===== src/rtl/snax_csrman_cfgqueue.sv =====
// snax_csrman_cfgqueue: CSR manager with a CfgDepth-deep configuration queue.
// The core programs staging CSRs over csr_req/csr_rsp; a LAUNCH write to STATUS
// (bit0=1) pushes the staged set into the queue. The accelerator pops it through
// csr_reg_rw_set_o/csr_reg_set_valid_o/csr_reg_set_ready_i.
// csr_reg_ro_set_i carries the accelerator's read-only status values.
// Optional macro SNAX_CSRMAN_PERF_EN adds a saturating busy-cycle counter at idx S+1.
module snax_csrman_cfgqueue #(
   parameter int unsigned NumRwCsr    = 6,
   parameter int unsigned NumRoCsr    = 4,
   parameter int unsigned CfgDepth    = 2,
   parameter logic [31:0] CsrAddrBase = 32'h3c0
) (
   input  logic                          clk_i,
   input  logic                          rst_ni,
   input  logic [31:0]                   csr_req_data_i,
   input  logic [31:0]                   csr_req_addr_i,
   input  logic [3:0]                    csr_req_strb_i,
   input  logic                          csr_req_write_i,
   input  logic                          csr_req_valid_i,
   output logic                          csr_req_ready_o,
   output logic [31:0]                   csr_rsp_data_o,
   output logic                          csr_rsp_valid_o,
   input  logic                          csr_rsp_ready_i,
   output logic [NumRwCsr-1:0][31:0]     csr_reg_rw_set_o,
   output logic                          csr_reg_set_valid_o,
   input  logic                          csr_reg_set_ready_i,
   input  logic [NumRoCsr-1:0][31:0]     csr_reg_ro_set_i
);

   localparam int unsigned PtrW = (CfgDepth > 1) ? $clog2(CfgDepth) : 1;
   localparam int unsigned CntW = $clog2(CfgDepth + 1);
   localparam logic [31:0] StatusIdx = 32'(NumRwCsr + NumRoCsr);

   typedef logic [NumRwCsr-1:0][31:0] cfg_t;

   cfg_t            stage_q;
   cfg_t            slot_q [CfgDepth];
   logic [PtrW-1:0] wptr_q;
   logic [PtrW-1:0] rptr_q;
   logic [CntW-1:0] count_q;
   logic [31:0]     rsp_data_q;
   logic            rsp_valid_q;

   logic [31:0] idx;
   logic [31:0] rdata;
   logic        is_status;
   logic        full;
   logic        empty;
   logic        launch;
   logic        req_ready;
   logic        accept;
   logic        push;
   logic        pop;

   function automatic logic [PtrW-1:0] ptr_next(input logic [PtrW-1:0] p);
      return (p == PtrW'(CfgDepth - 1)) ? '0 : p + PtrW'(1);
   endfunction

   assign idx       = csr_req_addr_i - CsrAddrBase;
   assign is_status = (idx == StatusIdx);
   assign full      = (count_q == CntW'(CfgDepth));
   assign empty     = (count_q == '0);
   assign launch    = csr_req_write_i && is_status && csr_req_data_i[0];

   // Only a LAUNCH into a full queue is held off; other requests keep flowing.
   assign req_ready = (!rsp_valid_q || csr_rsp_ready_i) && !(launch && full);
   assign accept    = csr_req_valid_i && req_ready;
   assign push      = accept && launch;
   assign pop       = !empty && csr_reg_set_ready_i;

`ifdef SNAX_CSRMAN_PERF_EN
   localparam logic [31:0] PerfIdx = StatusIdx + 32'd1;
   logic [31:0] perf_q;

   always_ff @(posedge clk_i or negedge rst_ni) begin
      if (!rst_ni) begin
         perf_q <= '0;
      end else if (accept && csr_req_write_i && idx == PerfIdx) begin
         perf_q <= '0;
      end else if (!empty && perf_q != '1) begin
         perf_q <= perf_q + 32'd1;
      end
   end
`endif

   always_comb begin
      rdata = '0;
      for (int i = 0; i < NumRwCsr; i++) begin
         if (idx == 32'(i)) rdata = stage_q[i];
      end
      for (int i = 0; i < NumRoCsr; i++) begin
         if (idx == 32'(NumRwCsr + i)) rdata = csr_reg_ro_set_i[i];
      end
      if (is_status) rdata = {14'b0, empty, full, 16'(count_q)};
`ifdef SNAX_CSRMAN_PERF_EN
      if (idx == PerfIdx) rdata = perf_q;
`endif
   end

   always_ff @(posedge clk_i or negedge rst_ni) begin
      if (!rst_ni) begin
         stage_q <= '0;
      end else if (accept && csr_req_write_i) begin
         for (int i = 0; i < NumRwCsr; i++) begin
            for (int b = 0; b < 4; b++) begin
               if (idx == 32'(i) && csr_req_strb_i[b]) begin
                  stage_q[i][8*b +: 8] <= csr_req_data_i[8*b +: 8];
               end
            end
         end
      end
   end

   always_ff @(posedge clk_i or negedge rst_ni) begin
      if (!rst_ni) begin
         for (int d = 0; d < CfgDepth; d++) slot_q[d] <= '0;
         wptr_q  <= '0;
         rptr_q  <= '0;
         count_q <= '0;
      end else begin
         if (push) begin
            slot_q[wptr_q] <= stage_q;
            wptr_q         <= ptr_next(wptr_q);
         end
         if (pop) rptr_q <= ptr_next(rptr_q);
         if (push && !pop) begin
            count_q <= count_q + CntW'(1);
         end else if (pop && !push) begin
            count_q <= count_q - CntW'(1);
         end
      end
   end

   always_ff @(posedge clk_i or negedge rst_ni) begin
      if (!rst_ni) begin
         rsp_valid_q <= 1'b0;
         rsp_data_q  <= '0;
      end else if (accept && !csr_req_write_i) begin
         rsp_valid_q <= 1'b1;
         rsp_data_q  <= rdata;
      end else if (csr_rsp_ready_i) begin
         rsp_valid_q <= 1'b0;
      end
   end

   assign csr_req_ready_o     = req_ready;
   assign csr_rsp_data_o      = rsp_data_q;
   assign csr_rsp_valid_o     = rsp_valid_q;
   assign csr_reg_rw_set_o    = slot_q[rptr_q];
   assign csr_reg_set_valid_o = !empty;

endmodule

===== config.mk =====
export PLATFORM = sky130hd
export DESIGN_NAME = snax_csrman_cfgqueue
export DESIGN_NICKNAME = d
export VERILOG_FILES = /design/src/rtl/snax_csrman_cfgqueue.sv
export SDC_FILE = /design/constraint.sdc
export NUM_CORES = 1
export LEC_CHECK = 0
export CORE_MARGIN = 2
export CORE_UTILIZATION = 55
export DETAILED_ROUTE_END_ITERATION = 10
export PLACE_DENSITY = 0.92
export SYNTH_ARGS = -nofsm -noshare
export SYNTH_HDL_FRONTEND = slang
export SYNTH_SLANG_ARGS = --single-unit

===== constraint.sdc =====
create_clock -name clk_i -period 7.1 [get_ports clk_i]
set_input_delay 1.42 -clock clk_i [delete_from_list [all_inputs] [get_ports clk_i]]
set_output_delay 1.42 -clock clk_i [all_outputs]
set_load 0.005 [all_outputs]

==> results of run 1 <==
-- layout by cell type (no fill, tap or decap), drive strengths merged, types with 16 or more instances in the layout --
cell type	instances
mux2i	17
dfrtp	613
buf	57
a22oi	16
clkdlybuf4s50	426
nor3	36
a211oi	21
nand2	76
nor2	42
inv	27
nor4	23
nand3	35
o21ai	28
o221ai	22
and3	18
a21oi	87
mux2	772
o211ai	22
clkbuf	87
-- layer usage --
layer | vias up | share of wire (%)
met5 | - | 0.057
met4 | 8 | 5.2
met3 | 334 | 12
met2 | 1448 | 46
met1 | 11082 | 37
li1 | 8869 | -
-- through the flow --
stage	total power, W	setup slack, ns	area, um2	util (%)
final	0.00736	1.13	35900	69.9
after global routing	0.00754	1.05	35900	69.9
after CTS	0.00737	0.889	35900	69.9
after detailed placement	0.00397	0.921	33800	65.7
after global placement	0.00397	1.03	33800	65.7
after floorplan	0.00367	2.33	28600	-
-- critical path, delay by kind of cell --
kind                   cells  cell delay, ns
and+or+nand+nor            2            1.22
AOI/OAI and AO/OA          3            0.97
buffers and inverters      2            0.95
-- power by group --
part | leakage [nW] | switching (W) | total [W] | internal, W
clock | 1.06 | 0.00141 | 0.00344 | 0.00203
sequential | 8.53 | 0.0000135 | 0.00352 | 0.00351
combinational | 7.25 | 0.000222 | 0.000393 | 0.000171
-- worst min path at each step --
stage	endpoint	cells after the start	from	slack [ns]
floorplan	slot_q[192]	1	slot_q[192]	0.46
global placement	slot_q[226]	1	slot_q[226]	0.47
detailed placement	csr_rsp_data_o[20]	2	csr_rsp_data_o[20]	0.48
CTS	csr_rsp_data_o[20]	2	csr_rsp_data_o[20]	0.49
global route	slot_q[162]	1	slot_q[162]	0.51
finish	csr_rsp_data_o[20]	2	csr_rsp_data_o[20]	0.49
-- flip-flops by register name (all words and copies together), names as in the netlist --
register         flops
stage_q            192
wptr_q               1
count_q              2
csr_rsp_data_o      32
csr_rsp_valid_o      1
rptr_q               1
slot_q             384
-- final cells by class --
cell class	instances	share of cell area [%]
antenna	2	0.0139
clock buffer	87	5.05
clock inverter	27	0.936
inverter	24	0.251
multi-input combinational	1379	35.5
sequential	613	42.7
tap	680	2.37
timing repair buffer	483	13.2
-- cells by family after synthesis --
group,Yosys count
buffers and inverters,157
muxes,794
AOI/OAI and AO/OA,299
adders and majority gates,1
DFF,613
xor gates and xnor gates,7
and+or+nand+nor,278
==> results, run 1 <==
- The total number of yosys warnings is 0.
- The worst-skew pair later-pin latency is between 0.6 and 0.7 ns.
- After Yosys synthesis, XOR and XNOR cells account for less than 1% of the synthesized area.
- The element type at the critical path start is a primary input.
- Derived from the worst setup path, the maximum achievable clock frequency is approximately 0.17 GHz.
- The first TritonRoute pass finished after 7 iterations.
- The post-route netlist has between 30% and 40% of its cells at a drive strength greater than 1.
- By area, the combinational part of the netlist is dominated by multiplexers.
- Using the TritonRoute via totals, the vias-per-cell ratio works out to roughly 6.6.
- After global routing the overflow that remains totals 0.
- The maximum number of pins on one net before global-route repair is about 150.
- TritonCTS built the clock tree.
- In this run the critical register-to-register path is captured at slot_q[211].
- The post-route minimum period is about 6.0 ns.
- The path class of the lowest-slack min-delay path is reg2reg.
- The number of pins with negative max-slew slack in the final report was 0.
- Synthesis handed over a netlist of about 2,100 instances.
- The die covers ~54,000 um2.
- The leakage power figure is between 15 and 20 nW.
- The placer congestion estimate is approximately 0.95.
- The startpoint of the lowest-slack register-to-register path is csr_rsp_valid_o.
- The highest cell delay on the worst timing path is 0.63 ns.
- The launch point of the worst path is csr_req_addr_i[10].
- The met1 track utilization from global routing is between 40% and 50%.
- Max-cap violations in this run came to 0.
- Of the available clock period, the critical path in the final layout requires 84.1%.
- The number of enable-type register cells in the synthesized netlist is 0.
- The routing usage on met2 is between 50% and 60%.
- The routed wirelength normalized by instance count is slightly above 30 um.
- On the final layout, the worst clock skew is ~0.012 ns.
- Following the worst setup path forward leads to its endpoint at csr_req_ready_o.
- Setup violations remaining at the end of the flow were counted as 0.
- The initial DRC count is approximately 2,600.
- The compound-cell area share of the yosys netlist is under 10%.
- The required time at the endpoint of the critical path is 5.68 ns.
- The detail route stage leaves a number of antenna-violating nets equal to 0.
- The via count of the first global-routing pass was 22,757.
- VDD sags by at most around 0.18 mV.
- The number of antenna violations at the first check in global routing came to 6.
- The worst pin sits at a relative slew slack of approximately 9.7%.
- CTS placed an instance of sky130_fd_sc_hd__clkbuf_16 at the clock tree root.
- In the post-synthesis netlist, the biggest area contributors are sky130_fd_sc_hd__dfrtp_1 (54%), sky130_fd_sc_hd__mux2_2 (29%), sky130_fd_sc_hd__a21oi_1 (1.5%), sky130_fd_sc_hd__mux2_1 (1.4%), sky130_fd_sc_hd__clkbuf_1 (1.0%).
- The simple-gate area share of the yosys netlist is 4.97%.
- The area of the placeable core is between 50,000 and 60,000 um2.
- The cell with the largest stage delay on the worst path is sky130_fd_sc_hd__or4_1.
- The signal on the critical path passes through clkdlybuf4s50_1 > or4_4 > or4_1 > o31a_1 > o21ai_1 > o21a_1 > clkdlybuf4s50_1.
- For the pin with the worst max-slew slack, the measured transition is about 1.3 ns.
- The net count after synthesis is 2,352.
- The H-tree depth is 2.
- The post-CTS clock slew at the launch and capture registers of the worst setup and hold paths is roughly 0.07 ns.
- The total of fill cells in the finished design is approximately 3,400.
- The combined area of the multi-input logic cells is around 13,000 um2.
- The post-route non-filler standard cell count is between 3,000 and 4,000.
- The maximum clock path buffer count is 3.
- The total length of routed wires is roughly 100,000 um.
- After synthesis, the netlist uses just over 70 different library cells.
- For this run, the register share of the synthesized area comes to 53.6%.
- In this run the power density over the cells is roughly 200 nW/um2.
- Counting every sink on the clock net gives roughly 610.
- The run finished with clean final reports.
- The area share of the largest cell type after synthesis is 53.6%.
- In this run the count of I/O pins placed on the die edge is between 400 and 500.
- The area growth from synthesis to layout is 25.6%.
- The final sum of negative setup slack is 0 ns.
- The worst setup path is of the in2out kind.
- The adder-cell share of the synthesized area is 0.0437%.
- Global routing used a little under two fifths of the available tracks across all layers.
- The global-route wire length before repair is ~150,000 um.
- The number of clock buffers inserted by TritonCTS is 60.
- Measured along the x axis, the die boundary spans 232 um.
- The layer flagged by global routing as most heavily used is met2.
- The final number of hold-violating endpoints is 0.
- For this block, the via count after detailed routing is about 22,000.
- The highest fanout seen on the critical path is 4.
- The post-CTS setup buffer count is 0.
- The cell taking the most area after synthesis is sky130_fd_sc_hd__dfrtp_1.
- The worst register-to-register path has a depth of 8.
- Data arrives at the worst endpoint at roughly 4.6 ns.
- The average size of a mapped cell is 13.3 um2.
- The remaining routing DRC violations is 0.
- The combined flip-flop and latch cell area is 15,300 um2.
- The mapped netlist covers around 29,000 um2.
- After synthesis the netlist holds a flip-flop and latch count of 613.
- The most numerous cell in the Yosys netlist is sky130_fd_sc_hd__mux2_2.
- After clock tree synthesis, the repair step resized 0 gates.
- In the synthesized netlist the dominant register cell turns out to be sky130_fd_sc_hd__dfrtp_1.
- The number of nets in the layout is 2,764.
- In this run the core area contains 83 standard-cell rows.
- After synthesis, the share of flip-flops with an asynchronous set or reset is between 90% and 100%.
- In the synthesized netlist, the cells that appear most often are sky130_fd_sc_hd__mux2_2 (737), sky130_fd_sc_hd__dfrtp_1 (613), sky130_fd_sc_hd__a21oi_1 (87), sky130_fd_sc_hd__clkbuf_1 (80), sky130_fd_sc_hd__nand2_1 (76).
- During placement, the flow inserted port buffers numbering 428.
- The nature of the critical path endpoint is a primary output.
- The floorplan die height is around 230 um.
- The number of hold buffers added after CTS was 0.
- The library cell appearing most often on the critical path is sky130_fd_sc_hd__clkdlybuf4s50_1.
- Final hold analysis gives a worst-case slack of 0.490 ns.
- The worst register-to-register path has a setup slack of 3.87 ns.
- The starting density of the core is between 50% and 60%.
- The multiplexer fraction of the synthesized cell area is 31.4%.
- The detailed-placement wirelength estimate is around 68,000 um.
- Global routing used 11.9% of the available met3 tracks.
- The cell count after placement is 3,179.
- Setup repair after global routing left no endpoint under its margin.
Power figures use the tool's default switching activity.
==> inputs of run 2 (changes only) <==
==> constraint.sdc (replaced) <==
create_clock -name clk_i -period 6.21 [get_ports clk_i]
set_input_delay 1.242 -clock clk_i [delete_from_list [all_inputs] [get_ports clk_i]]
set_output_delay 1.242 -clock clk_i [all_outputs]
set_load 0.005 [all_outputs]
==> run 2 against run 1 <==
  * Sequential power increased by 14%
  * Clock power is 7.0% higher
  * Critical path type unchanged
  * Global-route usage increased by 0.33 points
  * Via count rose by 1.3%
  * Sequential cell count stayed put
  * Worst hold slack better by 0.00082 ns
  * Critical endpoint unchanged
  * Final area up 0.20%
  * Sequential share of layout area decreased by 0.085 points
==> results, run 2 (same netlist as run 1, synthesis figures left out) <==
- The global-route wire length before repair is 147,000 um.
- In the layout the commonest cells are sky130_fd_sc_hd__mux2_2 (737), sky130_fd_sc_hd__dfrtp_1 (612), sky130_fd_sc_hd__clkdlybuf4s50_1 (426), sky130_fd_sc_hd__a21oi_1 (87), sky130_fd_sc_hd__nand2_1 (75).
- The largest vdd supply drop is between 0.15 and 0.2 mV.
- The number of antenna violations at the first check in global routing came to 9.
- The number of nets with antenna violations after routing is 0.
- The total overflow left after global routing is 0.
- The cell with the largest stage delay on the worst path is sky130_fd_sc_hd__nor4_2.
- For this run, design rule violations remaining after detail routing come to 0.
- The detailed-placement wirelength estimate is around 69,000 um.
- The final number of hold-violating endpoints is 0.
- The routed design has ~100,000 um of wire.
- The worst setup margin is around 0.57 ns.
- Leaving out fill and tap cells, the most frequent cell in the layout is sky130_fd_sc_hd__mux2_2.
- Once placement completed, the tool counted placed cells totaling 3,194.
- The register with the highest flop count is slot_q.
- The via count of the first global-routing pass came to around 23,000.
- The part of the cycle the worst path needs is around 91%.
- The post-placement setup slack is 0.472 ns.
- Data arrives at the worst endpoint at approximately 4.4 ns.
- The number of primary I/O pins is 429.
- The clock sink count is roughly 600.
- The path class of the lowest-slack min-delay path is reg2reg.
- The leakage power figure is approximately 17 nW.
- The area growth from synthesis to layout is 25.8%.
- The count of hold buffers inserted by post-cts repair is 0.
- The detailed-route vias per instance is roughly 6.7.
- The nature of the critical path endpoint is a primary output.
- The number of flip-flops in the largest register is roughly 380.
- The floorplan has 83 rows.
- The post-CTS clock slew at the launch and capture registers of the worst setup and hold paths is 0.06 ns.
- The relative max-transition margin is ~26%.
- The worst-skew pair later-pin latency is around 0.65 ns.
- The final cell area excluding filler cells is 36,000 um2.
- At the worst endpoint, the required time is between 4 and 5 ns.
- Buffers inserted during clock tree synthesis total a little over 60.
- Setup repair after global routing left no endpoint under its margin.
- The post-route non-filler standard cell count is approximately 3,300.
- The maximum clock path buffer count is 3.
- The first-pass detailed-route iteration total is 6.
- In this run, post-CTS repair resized a total of 0 instances.
- The final sum of negative setup slack is 0 ns.
- The total die area is 53,900 um2.
- The number of pins with negative max-slew slack in the final report was 0.
- Based on the critical path, the design can be clocked at up to 0.177 GHz.
- Clock skew on the completed layout was measured at between 0.02 and 0.025 ns.
- The power per cell area is between 200 and 250 nW/um2.
- Global routing used a little under two fifths of the available tracks across all layers.
- For the finished layout, the period the worst path requires is about 5.6 ns.
- In this design, the critical path's most frequently occurring cell is sky130_fd_sc_hd__clkdlybuf4s50_1.
- The number of setup violations in the final report is 0.
- The maximum number of pins on one net before global-route repair is approximately 190.
- Final hold analysis gives a worst-case slack of 0.491 ns.
- The area of the placeable core is 51,400 um2.
- The highest cell delay on the worst timing path is 0.88 ns.
- The element type at the critical path start is a primary input.
- Routability-driven placement finished with a final weighted congestion of about 0.96.
- The proportion of layout cells with a drive suffix above 1 is 35.8%.
- The cell sitting at the root of the clock tree is a sky130_fd_sc_hd__clkbuf_16.
- The flow ran to the end, and the final reports show no timing, DRC or antenna violations.
- The routed wirelength normalized by instance count is 30.3 um.
- The die is around 230 um tall.
- The final route contains 22,019 vias.
- The die is around 230 um wide.
- During placement, the flow inserted port buffers numbering 428.
- TritonCTS built the clock tree.
- The initial DRC count is between 2,000 and 3,000.
- The worst setup slack for register-to-register paths is ~3.2 ns.
- The startpoint-to-endpoint class of the critical path is in2out.
- The starting density of the core is around 56%.
- In this run the post-CTS setup repair buffer count came out at 0.
- The max-cap check violation count is 0.
- At the end of the flow, the number of nets in the layout was ~2,800.
- The placement-stage cell area is 34,000 um2.
- The highest fanout seen on the critical path is 6.
- The critical path goes through clkdlybuf4s50_1 > nor4_2 > and4_1 > nand3_1 > nor3_1 > buf_4 > nand4_1 > o21a_1 > clkdlybuf4s50_1.
- The H-tree depth is 2.
- The actual slew at the worst max-slew pin is roughly 1.1 ns.
-- run 2: cell count changes in the layout (fill, tap and decap cells not counted), moves of 2 or more --
cell / before / now
sky130_fd_sc_hd__buf_12: 5 / 15
sky130_fd_sc_hd__diode_2: 2 / 5
sky130_fd_sc_hd__buf_4: 50 / 55
sky130_fd_sc_hd__clkbuf_1: 7 / 18
sky130_fd_sc_hd__clkinv_2: 12 / 10
sky130_fd_sc_hd__clkbuf_8: 19 / 9
sky130_fd_sc_hd__clkinv_8: 0 / 3
sky130_fd_sc_hd__bufinv_16: 7 / 4
sky130_fd_sc_hd__inv_6: 3 / 1
-- run 2: worst paths after layout --
| path | startpoint | to | cells after the start |
|---|---|---|---|
| worst max-delay path | csr_req_addr_i[10] | csr_req_ready_o | 9 |
| worst min-delay path | slot_q[286] | slot_q[286] | 1 |
| worst max register to register | csr_rsp_valid_o | slot_q[41] | 7 |
| worst min register to register | slot_q[286] | slot_q[286] | 1 |
| max in group asynchronous | rst_ni | csr_rsp_data_o[11] | 2 |
| min in group asynchronous | rst_ni | slot_q[136] | 1 |
-- run 2: through the flow --
stage	utilization, %	total power, W
final	70.1	0.00817
after global routing	70.0	0.00840
after CTS	70.0	0.00817
after detailed placement	66.2	0.00455
after global placement	66.2	0.00454
after floorplan	-	0.00419
-- run 2: power by group --
| group | leakage, nW | switching, W | internal [W] |
|---|---|---|---|
| clock network | 0.967 | 0.00159 | 0.00209 |
| logic | 7.37 | 0.000258 | 0.000199 |
| registers | 8.53 | 0.0000166 | 0.00401 |
-- run 2: cell type report --
cell class	count	area, um2
Inverter	24	90.1
Fill cell	3358	15400
Timing Repair Buffer	498	5000
Antenna cell	5	12.5
Clock inverter	22	260
Multi-Input combinational cell	1379	12700
Sequential cell	613	15300
Clock buffer	88	1720
Tap cell	680	851
-- run 2: worst max-delay path, delay by kind of cell --
family	cells	cell delay [ns]
buffers and inverters	3	1.08
AND/OR/NAND/NOR	5	1.88
AO/OA/AOI/OAI	1	0.20
-- run 2: layer usage --
| metal | share of wire (%) | global-route usage (%) | vias to the layer above | routed length, um |
|---|---|---|---|---|
| li1 | - | - | 8878 | - |
| met1 | 37 | 48.0 | 11200 | 37500 |
| met2 | 46 | 56.8 | 1579 | 45700 |
| met3 | 11 | 10.6 | 352 | 11200 |
| met4 | 5.7 | 19.1 | 10 | 5720 |
| met5 | 0.077 | 0 | - | 77 |
==> inputs of run 3 (changes only) <==
--- a/config.mk
+++ b/config.mk
@@ -6,9 +6,9 @@
 export NUM_CORES = 1
 export LEC_CHECK = 0
 export CORE_MARGIN = 2
-export CORE_UTILIZATION = 55
+export CORE_UTILIZATION = 40
 export DETAILED_ROUTE_END_ITERATION = 10
-export PLACE_DENSITY = 0.92
+export PLACE_DENSITY = 0.73
 export SYNTH_ARGS = -nofsm -noshare
 export SYNTH_HDL_FRONTEND = slang
 export SYNTH_SLANG_ARGS = --single-unit
==> run 3 against run 2 <==
  * Sequential power hardly changed
  * Non-clock buffer count grew 7
  * Core utilization down 19 points
  * Global-route usage down 9.2 points
  * Register-to-register slack worse by 0.02 ns
  * Critical path type unchanged
==> results, run 3 (same netlist as run 1, synthesis figures left out) <==
- Setup repair after global routing left no endpoint under its margin.
- The total of fill cells in the finished design is roughly 6,000.
- The buffer cell driving the clock tree root is sky130_fd_sc_hd__clkbuf_16.
- Post-CTS timing repair inserted 0 buffers for setup.
- The post-CTS clock slew at the launch and capture registers of the worst setup and hold paths is around 0.060 ns.
- Across the run, the number of max-cap violations was 0.
- The relative contribution of sequential cells to total power is 47.3%.
- The count of hold buffers inserted by post-cts repair is 0.
- Once detail routing completed, the nets flagged for antenna violations numbered 0.
- Before antenna repair, the detailed router went through 6 iterations.
- The total length of routed wires is roughly 100,000 um.
- The H-tree depth is 3.
- Summed over all nets, the half-perimeter wirelength after detailed placement is between 70,000 and 80,000 um.
- Detailed routing inserted a total of 21,161 vias.
- The final number of hold-violating endpoints was 0.
- The TritonCTS clock tree is done.
- Cell internal power was estimated by the tool at 0.00652 W.
- At the end of routability-driven placement, the weighted congestion stood at slightly above 0.9.
- Relative to the synthesized area, the layout overhead comes to 27.8%.
- The clock network fraction of total power is 47.3%.
- The total die area is approximately 74,000 um2.
- The routed wirelength normalized by instance count is 29.0 um.
- The capturing point of the worst reg2reg path is slot_q[152].
- Static timing analysis puts the maximum clock frequency at around 0.18 GHz.
- TritonCTS created between 60 and 70 clock buffers.
- The total routing resource utilization after global routing is 27.8%.
- The buffering stage count on the worst path with inverters included is 2.
- In this run the most critical hold path is launched from slot_q[218].
- For the pin with the worst max-slew slack, the measured transition is ~1.1 ns.
- The peak-usage layer in the global routing report is met2.
- The global-route wire length before repair is approximately 150,000 um.
- The worst setup skew after layout is approximately 0.023 ns.
- The end of the worst hold path is slot_q[218].
- The path class of the lowest-slack min-delay path is reg2reg.
- The net switching power is around 0.002 W.
- After global routing the overflow that remains totals 0.
- In this run the static leakage power is 17.0 nW.
- The most frequent standard cell in the layout excluding fill and tap cells is sky130_fd_sc_hd__mux2_2.
- The remaining routing DRC violations is 0.
- The number of nets in the layout is about 2,800.
- The initial DRC count is slightly below 2,000.
- Power spread over the standard cell area amounts to approximately 230 nW/um2.
- The maximum clock path buffer count is 3.
- The maximum number of pins on one net before global-route repair is around 170.
- The floorplan has approximately 100 rows.
- Setup slack on the worst reg-to-reg path comes out at about 3.2 ns.
- The met3 demand-to-capacity share in global routing is 8.21%.
- Walking the worst path, the cells encountered are clkdlybuf4s50_1 > or4_1 > or4_1 > o31a_1 > o21ai_1 > o21a_1 > clkdlybuf4s50_1.
- The register with the most flip-flops in the layout has about 380 of them.
- The proportion of power drawn by combinational gates is about 5.4%.
- In the final timing run, aggregate negative setup slack is 0 ns.
- For this configuration, the core starts out at a cell density of about 40%.
- around 430 I/O pins were placed.
- The number of setup violations in the final report is 0.
- Clock latency on the worst-skew pair, taken at its later pin, is between 0.6 and 0.7 ns.
- After detailed placement, the total cell area comes to around 34,000 um2.
- The cell with the largest stage delay on the worst path is sky130_fd_sc_hd__or4_1.
- The width of the die is roughly 270 um.
- The startpoint of the lowest-slack register-to-register path is csr_rsp_valid_o.
- VDD sags by at most approximately 0.18 mV.
- STA puts the critical path data required time at ~5 ns.
- The register with the highest flop count is slot_q.
- The arrival time of the worst setup path is roughly 4.3 ns.
- The flow ran to the end, and the final reports show no timing, DRC or antenna violations.
- After detailed routing, the number of vias per cell comes to between 5 and 6.
- The relative max-transition margin is 28.5%.
- The via count of the first global-routing pass is about 22,000.
- The final cell area excluding filler cells is between 30,000 and 40,000 um2.
- In the global route stage, met2 resource usage came out at 44.1%.
- The post-route minimum period is about 5.5 ns.
- The number of pins with negative max-slew slack in the final report is 0.
- Along the worst hold path, the cell count comes to 1.
- Post-CTS repair changed the size of 0 cells.
- The number of antenna violations at the first check in global routing is 12.
- The count of port buffers added during placement is 428.
- The area of the placeable core is 71,100 um2.
- The highest cell delay on the worst timing path is a little over 0.6 ns.
- The met1 track utilization from global routing is about 37%.
- STA classifies the critical path startpoint as a primary input.
- After layout, the worst path uses about 89% of the clock period.
- The nature of the critical path endpoint is a primary output.
- The library cells used most frequently in the layout, excluding fill and tap cells, are sky130_fd_sc_hd__mux2_2 (737), sky130_fd_sc_hd__dfrtp_1 (612), sky130_fd_sc_hd__clkdlybuf4s50_1 (426), sky130_fd_sc_hd__a21oi_1 (87), sky130_fd_sc_hd__nand2_1 (75).
- The worst setup path is of the in2out kind.
- The worst register-to-register path has a depth of 7.
- In this run switching power makes up 23.4% of total power.
- For this design, the sink count on the clock tree is approximately 610.
- The proportion of layout cells with a drive suffix above 1 is around 36%.
- The floorplan die height is between 200 and 300 um.
- The highest fanout seen on the critical path is 4.
- On the critical path the largest part of the delay comes from simple AND/OR/NAND/NOR gates.
-- run 3: cell count changes in the layout (fill, tap and decap cells not counted), moves of 2 or more --
cell | previous run | this run
sky130_fd_sc_hd__buf_4 | 55 | 66
sky130_fd_sc_hd__clkbuf_16 | 61 | 68
sky130_fd_sc_hd__buf_12 | 15 | 11
sky130_fd_sc_hd__clkinv_2 | 10 | 6
sky130_fd_sc_hd__diode_2 | 5 | 2
sky130_fd_sc_hd__inv_6 | 1 | 4
sky130_fd_sc_hd__clkbuf_8 | 9 | 11
sky130_fd_sc_hd__clkinv_4 | 2 | 4
sky130_fd_sc_hd__inv_16 | 0 | 2
-- run 3: area by class of cell --
cell class	instances	area (um2)	area share, %
Sequential cell	613	15300	42.0
Clock buffer	96	1920	5.24
Inverter	24	90.1	0.246
Antenna cell	2	5.00	0.0137
Timing Repair Buffer	505	5000	13.7
Tap cell	950	1190	3.25
Multi-Input combinational cell	1379	12700	34.8
Clock inverter	24	294	0.804
-- run 3: stage by stage --
stage                     setup slack, ns  utilization, %  hold slack (ns)  cells  power, W
after global routing                0.590            51.4            0.512   3591   0.00878
after global placement              0.645            48.3            0.472   3471   0.00455
after floorplan                      1.79               -            0.460   2149   0.00419
after detailed placement            0.635            48.3            0.482   3471   0.00456
after CTS                           0.701            51.4            0.496   3591   0.00858
final                               0.703            51.4            0.490   3593   0.00852
-- run 3: power by group through the flow --
stage | clock (W) | sequential, W | combinational (W)
2_1_floorplan | 0 | 0.00410 | 0.0000922
3_3_place_gp | 0 | 0.00410 | 0.000446
3_5_place_dp | 0 | 0.00410 | 0.000454
4_1_cts | 0.00409 | 0.00403 | 0.000456
5_1_grt | 0.00426 | 0.00403 | 0.000488
6_report | 0.00403 | 0.00403 | 0.000456
-- run 3: worst max-delay path by stage --
stage	startpoint	end	slack, ns	cells after the start
2_1_floorplan	csr_req_addr_i[9]	csr_req_ready_o	1.79	8
6_report	csr_req_addr_i[17]	csr_req_ready_o	0.70	7
4_1_cts	csr_req_addr_i[10]	csr_req_ready_o	0.70	7
3_3_place_gp	csr_req_addr_i[10]	stage_q[47]	0.64	10
3_5_place_dp	csr_req_addr_i[10]	stage_q[47]	0.63	10
5_1_grt	csr_req_addr_i[10]	csr_req_ready_o	0.59	9
-- run 3: per-layer routing --
| metal | routed length (um) | part of all wire [%] |
|---|---|---|
| met5 | 125 | 0.12 |
| met4 | 2930 | 2.8 |
| met3 | 10300 | 9.9 |
| met2 | 48100 | 46 |
| met1 | 42700 | 41 |
